**config.mk**
```make
export PLATFORM = sky130hd
export DESIGN_NAME = noc_link_pipe_monitor
export DESIGN_NICKNAME = d
export VERILOG_FILES = /design/src/rtl/noc_link_pipe_monitor.sv
export SDC_FILE = /design/constraint.sdc
export NUM_CORES = 1
export LEC_CHECK = 0
export CAP_MARGIN = 10
export CORE_ASPECT_RATIO = 1.1
export CORE_UTILIZATION = 43
export CTS_CLUSTER_SIZE = 24
export DETAILED_ROUTE_END_ITERATION = 6
export PLACE_DENSITY = 0.76
export SLEW_MARGIN = 0
export SYNTH_ARGS = -nofsm -noshare
export SYNTH_HDL_FRONTEND = slang
export SYNTH_SLANG_ARGS = --single-unit
```
**constraint.sdc**
```tcl
create_clock -name clk_noc -period 7.7 [get_ports clk_noc]
set_clock_uncertainty 0.15 [all_clocks]
set_input_delay 1.54 -clock clk_noc [delete_from_list [all_inputs] [get_ports clk_noc]]
set_output_delay 1.54 -clock clk_noc [all_outputs]
set_load 0.05 [all_outputs]
```
**src/rtl/noc_link_pipe_monitor.sv**
```systemverilog
// Pipelined credit-based NoC link: NUM_PIPELINE register stages on the flit bundle
// and on the returning credit, plus upstream credit, framing and traffic monitoring.
module noc_link_pipe_monitor #(
    parameter  int unsigned NUM_PIPELINE      = 2,
    parameter  int unsigned FLIT_WIDTH        = 64,
    parameter  int unsigned DEST_WIDTH        = 6,
    parameter  int unsigned FLIT_BUFFER_DEPTH = 2,
    parameter  int unsigned CNT_WIDTH         = 16,
    localparam int unsigned CRD_W             = $clog2(FLIT_BUFFER_DEPTH + 1)
) (
    input  logic                  clk_noc,
    input  logic                  rst_noc,
    input  logic [FLIT_WIDTH-1:0] data_in,
    input  logic [DEST_WIDTH-1:0] dest_in,
    input  logic                  is_tail_in,
    input  logic                  send_in,
    output logic                  credit_out,
    output logic [FLIT_WIDTH-1:0] data_out,
    output logic [DEST_WIDTH-1:0] dest_out,
    output logic                  is_tail_out,
    output logic                  send_out,
    input  logic                  credit_in,
    output logic [CRD_W-1:0]      credits_avail,
    output logic                  in_packet,
    output logic [CNT_WIDTH-1:0]  flit_count,
    output logic [CNT_WIDTH-1:0]  pkt_count,
    output logic                  err_underflow,
    output logic                  err_overflow
);

    localparam int unsigned FWD_W = FLIT_WIDTH + DEST_WIDTH + 2;
    localparam logic [CRD_W-1:0] CRD_MAX = CRD_W'(FLIT_BUFFER_DEPTH);

    typedef enum logic {
        ST_IDLE,
        ST_PKT
    } state_e;

    logic [FWD_W-1:0] fwd_in;
    logic [FWD_W-1:0] fwd_out;

    assign fwd_in = {data_in, dest_in, is_tail_in, send_in};
    assign {data_out, dest_out, is_tail_out, send_out} = fwd_out;

    generate
        if (NUM_PIPELINE == 0) begin : g_wire
            assign fwd_out    = fwd_in;
            assign credit_out = credit_in;
        end else begin : g_pipe
            logic [FWD_W-1:0]        fwd_q [NUM_PIPELINE];
            logic [NUM_PIPELINE-1:0] crd_q;

            always_ff @(posedge clk_noc or posedge rst_noc) begin
                if (rst_noc) begin
                    for (int unsigned i = 0; i < NUM_PIPELINE; i++) begin
                        fwd_q[i] <= '0;
                    end
                    crd_q <= '0;
                end else begin
                    fwd_q[0] <= fwd_in;
                    crd_q[0] <= credit_in;
                    for (int unsigned i = 1; i < NUM_PIPELINE; i++) begin
                        fwd_q[i] <= fwd_q[i-1];
                        crd_q[i] <= crd_q[i-1];
                    end
                end
            end

            assign fwd_out    = fwd_q[NUM_PIPELINE-1];
            assign credit_out = crd_q[NUM_PIPELINE-1];
        end
    endgenerate

    // Upstream credit balance; a send and a returning credit in one cycle cancel.
    logic [CRD_W-1:0] avail_q, avail_d;
    logic             undf_q, undf_d;
    logic             ovf_q, ovf_d;

    always_comb begin
        avail_d = avail_q;
        undf_d  = undf_q;
        ovf_d   = ovf_q;
        unique case ({send_in, credit_out})
            2'b10: begin
                if (avail_q == '0) begin
                    undf_d = 1'b1;
                end else begin
                    avail_d = avail_q - CRD_W'(1);
                end
            end
            2'b01: begin
                if (avail_q == CRD_MAX) begin
                    ovf_d = 1'b1;
                end else begin
                    avail_d = avail_q + CRD_W'(1);
                end
            end
            default: ;
        endcase
    end

    always_ff @(posedge clk_noc or posedge rst_noc) begin
        if (rst_noc) begin
            avail_q <= CRD_MAX;
            undf_q  <= 1'b0;
            ovf_q   <= 1'b0;
        end else begin
            avail_q <= avail_d;
            undf_q  <= undf_d;
            ovf_q   <= ovf_d;
        end
    end

    assign credits_avail = avail_q;
    assign err_underflow = undf_q;
    assign err_overflow  = ovf_q;

    logic [CNT_WIDTH-1:0] flit_cnt_q, flit_cnt_d;
    logic [CNT_WIDTH-1:0] pkt_cnt_q, pkt_cnt_d;

    always_comb begin
        flit_cnt_d = flit_cnt_q + CNT_WIDTH'(send_in);
        pkt_cnt_d  = pkt_cnt_q + CNT_WIDTH'(send_in & is_tail_in);
    end

    always_ff @(posedge clk_noc or posedge rst_noc) begin
        if (rst_noc) begin
            flit_cnt_q <= '0;
            pkt_cnt_q  <= '0;
        end else begin
            flit_cnt_q <= flit_cnt_d;
            pkt_cnt_q  <= pkt_cnt_d;
        end
    end

    assign flit_count = flit_cnt_q;
    assign pkt_count  = pkt_cnt_q;

    state_e state_q, state_d;

    always_ff @(posedge clk_noc or posedge rst_noc) begin
        if (rst_noc) begin
            state_q <= ST_IDLE;
        end else begin
            state_q <= state_d;
        end
    end

    // A single-flit packet (head is also tail) never leaves IDLE.
    always_comb begin
        state_d = state_q;
        unique case (state_q)
            ST_IDLE: if (send_in && !is_tail_in) state_d = ST_PKT;
            ST_PKT:  if (send_in && is_tail_in)  state_d = ST_IDLE;
            default: state_d = ST_IDLE;
        endcase
    end

    always_comb begin
        in_packet = (state_q == ST_PKT);
    end

endmodule

```
==> impl_metrics.csv <==
group,metric,value,unit
power_and_ir_drop,p_per_area,300,nW/um^2
placement,dpl_worst_slack,3820,ps
timing,max-slew-margin-rel,37.1,%
critical_path,path_max_fanout,6,
global_routing,antenna_found_initial,0,
synthesis,synth_cell_types,26,
clock_tree,root_buffer,"clkbuf_16",
outcome,status,"finished, violations left",
route,viasPerCell,4.40,
synthesis,synth-seq-cells,183,
synthesis,seq_area_frac_synth,79.5,%
timing,fin_ws,4180,ps
clock_tree,cts.sinks,183,
timing,setup_viol,0,
synthesis,synth_largest_area_cell,"dfrtp_1",
critical_path,crit_chain,"clkdlybuf4s50_1",
global_routing,gr-total-overflow,0,
timing,hold_viol,0,
synthesis,syn-num-nets,429,
critical_path,crit_arrival,1830,ps
clock_tree,clk_pin_slew_worst_paths,60,ps
timing,slew_violations,0,
synthesis,synth_top_area_share,79.1,%
critical_path,cp_slowest_cell,"clkdlybuf4s50_1",
power_and_ir_drop,ir_worst_vdd,0.000201,V
floorplan,io_pins,185,
critical_path,path_delay_family,"buffers and inverters",
floorplan,start_util,44.8,%
layout,drive_gt1_share,7.49,%
clock_tree,ctsHtreeMaxLevel,4,
clock_tree,clockBufferDepth,2,
synthesis,synth_most_common_cell,"dfrtp_1",
timing,finalCriticalPeriod,3520,ps
critical_path,path_buf_inv,1,
synthesis,synth_area,5760,sq um
clock_tree,hold_buffers,0,
global_routing,grt_max_degree,105,
critical_path,max_stage_delay,820,ps
floorplan,num_rows,43,
synthesis,yosys_warnings,0,
global_routing,grt_usage,15.4,%
layout,area_growth,36.8,%
layout,nets,561,
route,drc_errors,19,
placement,hpwl,6880,um
synthesis,syn_avg_cell_area,16.5,sq um
route,vias,2866,
critical_path,critPathLaunch,"credits_avail[1]$_DFFE_PP1P_",
floorplan,coreArea,12900,sq um
synthesis,synthTopCellsByCount,"dfrtp_1 (182), buf_4 (70), xnor2_1 (22), nand3_1 (15), nand2_1 (9)",
floorplan,fp.dieW,112,um
floorplan,die_y,123,um
synthesis,synth-main-ff-cell,"dfrtp_1",
route,totalWireLength,10100,um
timing,tightestPinTransition,944,ps
timing,final.setup.tns,0,ps
critical_path,worstPathRequired,6010,ps
route,first_iter_violations,161,
clock_tree,cts_buffers,17,
clock_tree,cts_resized,0,
synthesis,synth_area_leaders,"dfrtp_1 (79%), buf_4 (9.1%), xnor2_1 (3.3%)",
synthesis,synthCells,349,
synthesis,async_flop_share,100,%
hold_path,worstHoldStart,"g_pipe.fwd_q[81]$_DFF_PP0_",
outcome,violations,"DRC",
critical_path,startpoint_type,"flop",
clock_tree,clk_latency,420,ps
timing,fmax,0.284,GHz
flow_run,cap_violations,0,
hold_path,holdCritPathClass,"reg2reg",
layout,n_antenna_cell,0,
global_routing,grt_pass1_wl,15600,um
synthesis,synth-edff-count,0,
placement,gp_congestion,0.776,
clock_tree,cts_tree,"built",
route,drt_first_pass_iters,6,
critical_path,worstSetupPathType,"reg2out",
global_routing,grt_pass1_vias,2994,
route,drtAntennaViolNets,0,
clock_tree,post-cts-setup-buffers,0,
timing,rsz0062_at_grt,"no",
placement,port_buffers,184,
floorplan,fp.dieArea,13900,sq um
critical_path,cp-end-kind,"primary output",
timing,min_period_over_period,45.7,%
critical_path,r2r-start,"flit_count[0]$_DFF_PP0_",
route,wl_per_cell,15.4,um
power_and_ir_drop,p_leak,3.44,nW
[cells by family (layout without fill, tap and decap cells)]
| kind of cell | count (synthesis) | after routing | synth area share (%) |
|---|---|---|---|
| compound gates | 5 | 5 | 0.652 |
| xor+xnor | 28 | 28 | 4.26 |
| fa+ha+maj | 5 | 5 | 1.09 |
| buf+inv | 77 | 222 | 9.58 |
| flops | 183 | 183 | 79.5 |
| mux | 1 | 1 | 0.174 |
| simple gates | 50 | 50 | 4.71 |
[state kept, by name (all words and copies together), names as in the netlist, named ones only]
signal and cells:
fwd_out 72, err_overflow 1, credits_avail 2, flit_count 16, err_underflow 1, g_pipe.fwd_q 72
pkt_count 16, g_pipe.crd_q 2
[where the power goes]
group	switching (W)	leakage, nW	internal [W]
logic	0.000262	0.972	0.000145
clock network	0.000357	0.289	0.000514
registers	0.0000526	2.18	0.00104
total	0.000671	3.44	0.00169
[cell usage in the layout, fill, tap and decap left out, types with 2 or more instances in the layout]
cell and count:
clkinv_4 2, clkbuf_16 17, ha_1 5, inv_1 4
and3_1 5, clkdlybuf4s50_1 184, nand2_1 9, xnor2_1 22
nand3_1 15, clkbuf_1 2, nor2_1 5, xor2_1 6
and4_4 2, inv_6 5, and2_1 2, nand4_1 6
nor3_1 2, bufinv_16 3, dfrtp_1 182, clkinvlp_4 2
clkinv_2 2
[per-layer routing]
metal | vias up | part of all wire, % | track usage [%]
li1 | 1312 | - | -
met1 | 1412 | 42 | 18.9
met2 | 130 | 48 | 23.7
met3 | 12 | 8.7 | 6.62
met4 | 0 | 1.4 | 7.00
met5 | - | 0 | 0
[path summary, 6_finish.rpt]
check / end / slack, ps / depth (start not counted)
worst max-delay path: credits_avail[1] / 4180 / 1
worst min-delay path: fwd_out[9]$_DFF_PP0_ / 190 / 0
worst min register to register: fwd_out[9]$_DFF_PP0_ / 190 / 0
max in group asynchronous: fwd_out[11]$_DFF_PP0_ / 4340 / 3
worst max register to register: flit_count[10]$_DFF_PP0_ / 6100 / 5
min in group asynchronous: g_pipe.fwd_q[84]$_DFF_PP0_ / 1520 / 2
[per-stage QoR]
| stage | std cells | utilization, % | hold slack [ps] | total power [W] | area (sq um) |
|---|---|---|---|---|---|
| global route | 651 | 61.3 | 198 | 0.00246 | 7880 |
| CTS | 651 | 61.3 | 198 | 0.00239 | 7880 |
| finish | 651 | 61.3 | 194 | 0.00237 | 7880 |
| detailed placement | 619 | 56.6 | 185 | 0.00151 | 7280 |
| floorplan | 349 | - | 181 | 0.00137 | 5760 |
| global placement | 619 | 56.6 | 181 | 0.00151 | 7280 |
[cell type report]
type                            count  area (sq um)
Inverter                            5          23.8
Clock buffer                       19           433
Tap cell                          157           196
Fill cell                         934          4980
Timing Repair Buffer              185          1850
Multi-Input combinational cell     89           627
Sequential cell                   183          4580
Clock inverter                     13           168
No activity file was read; power rests on OpenSTA's default activity.
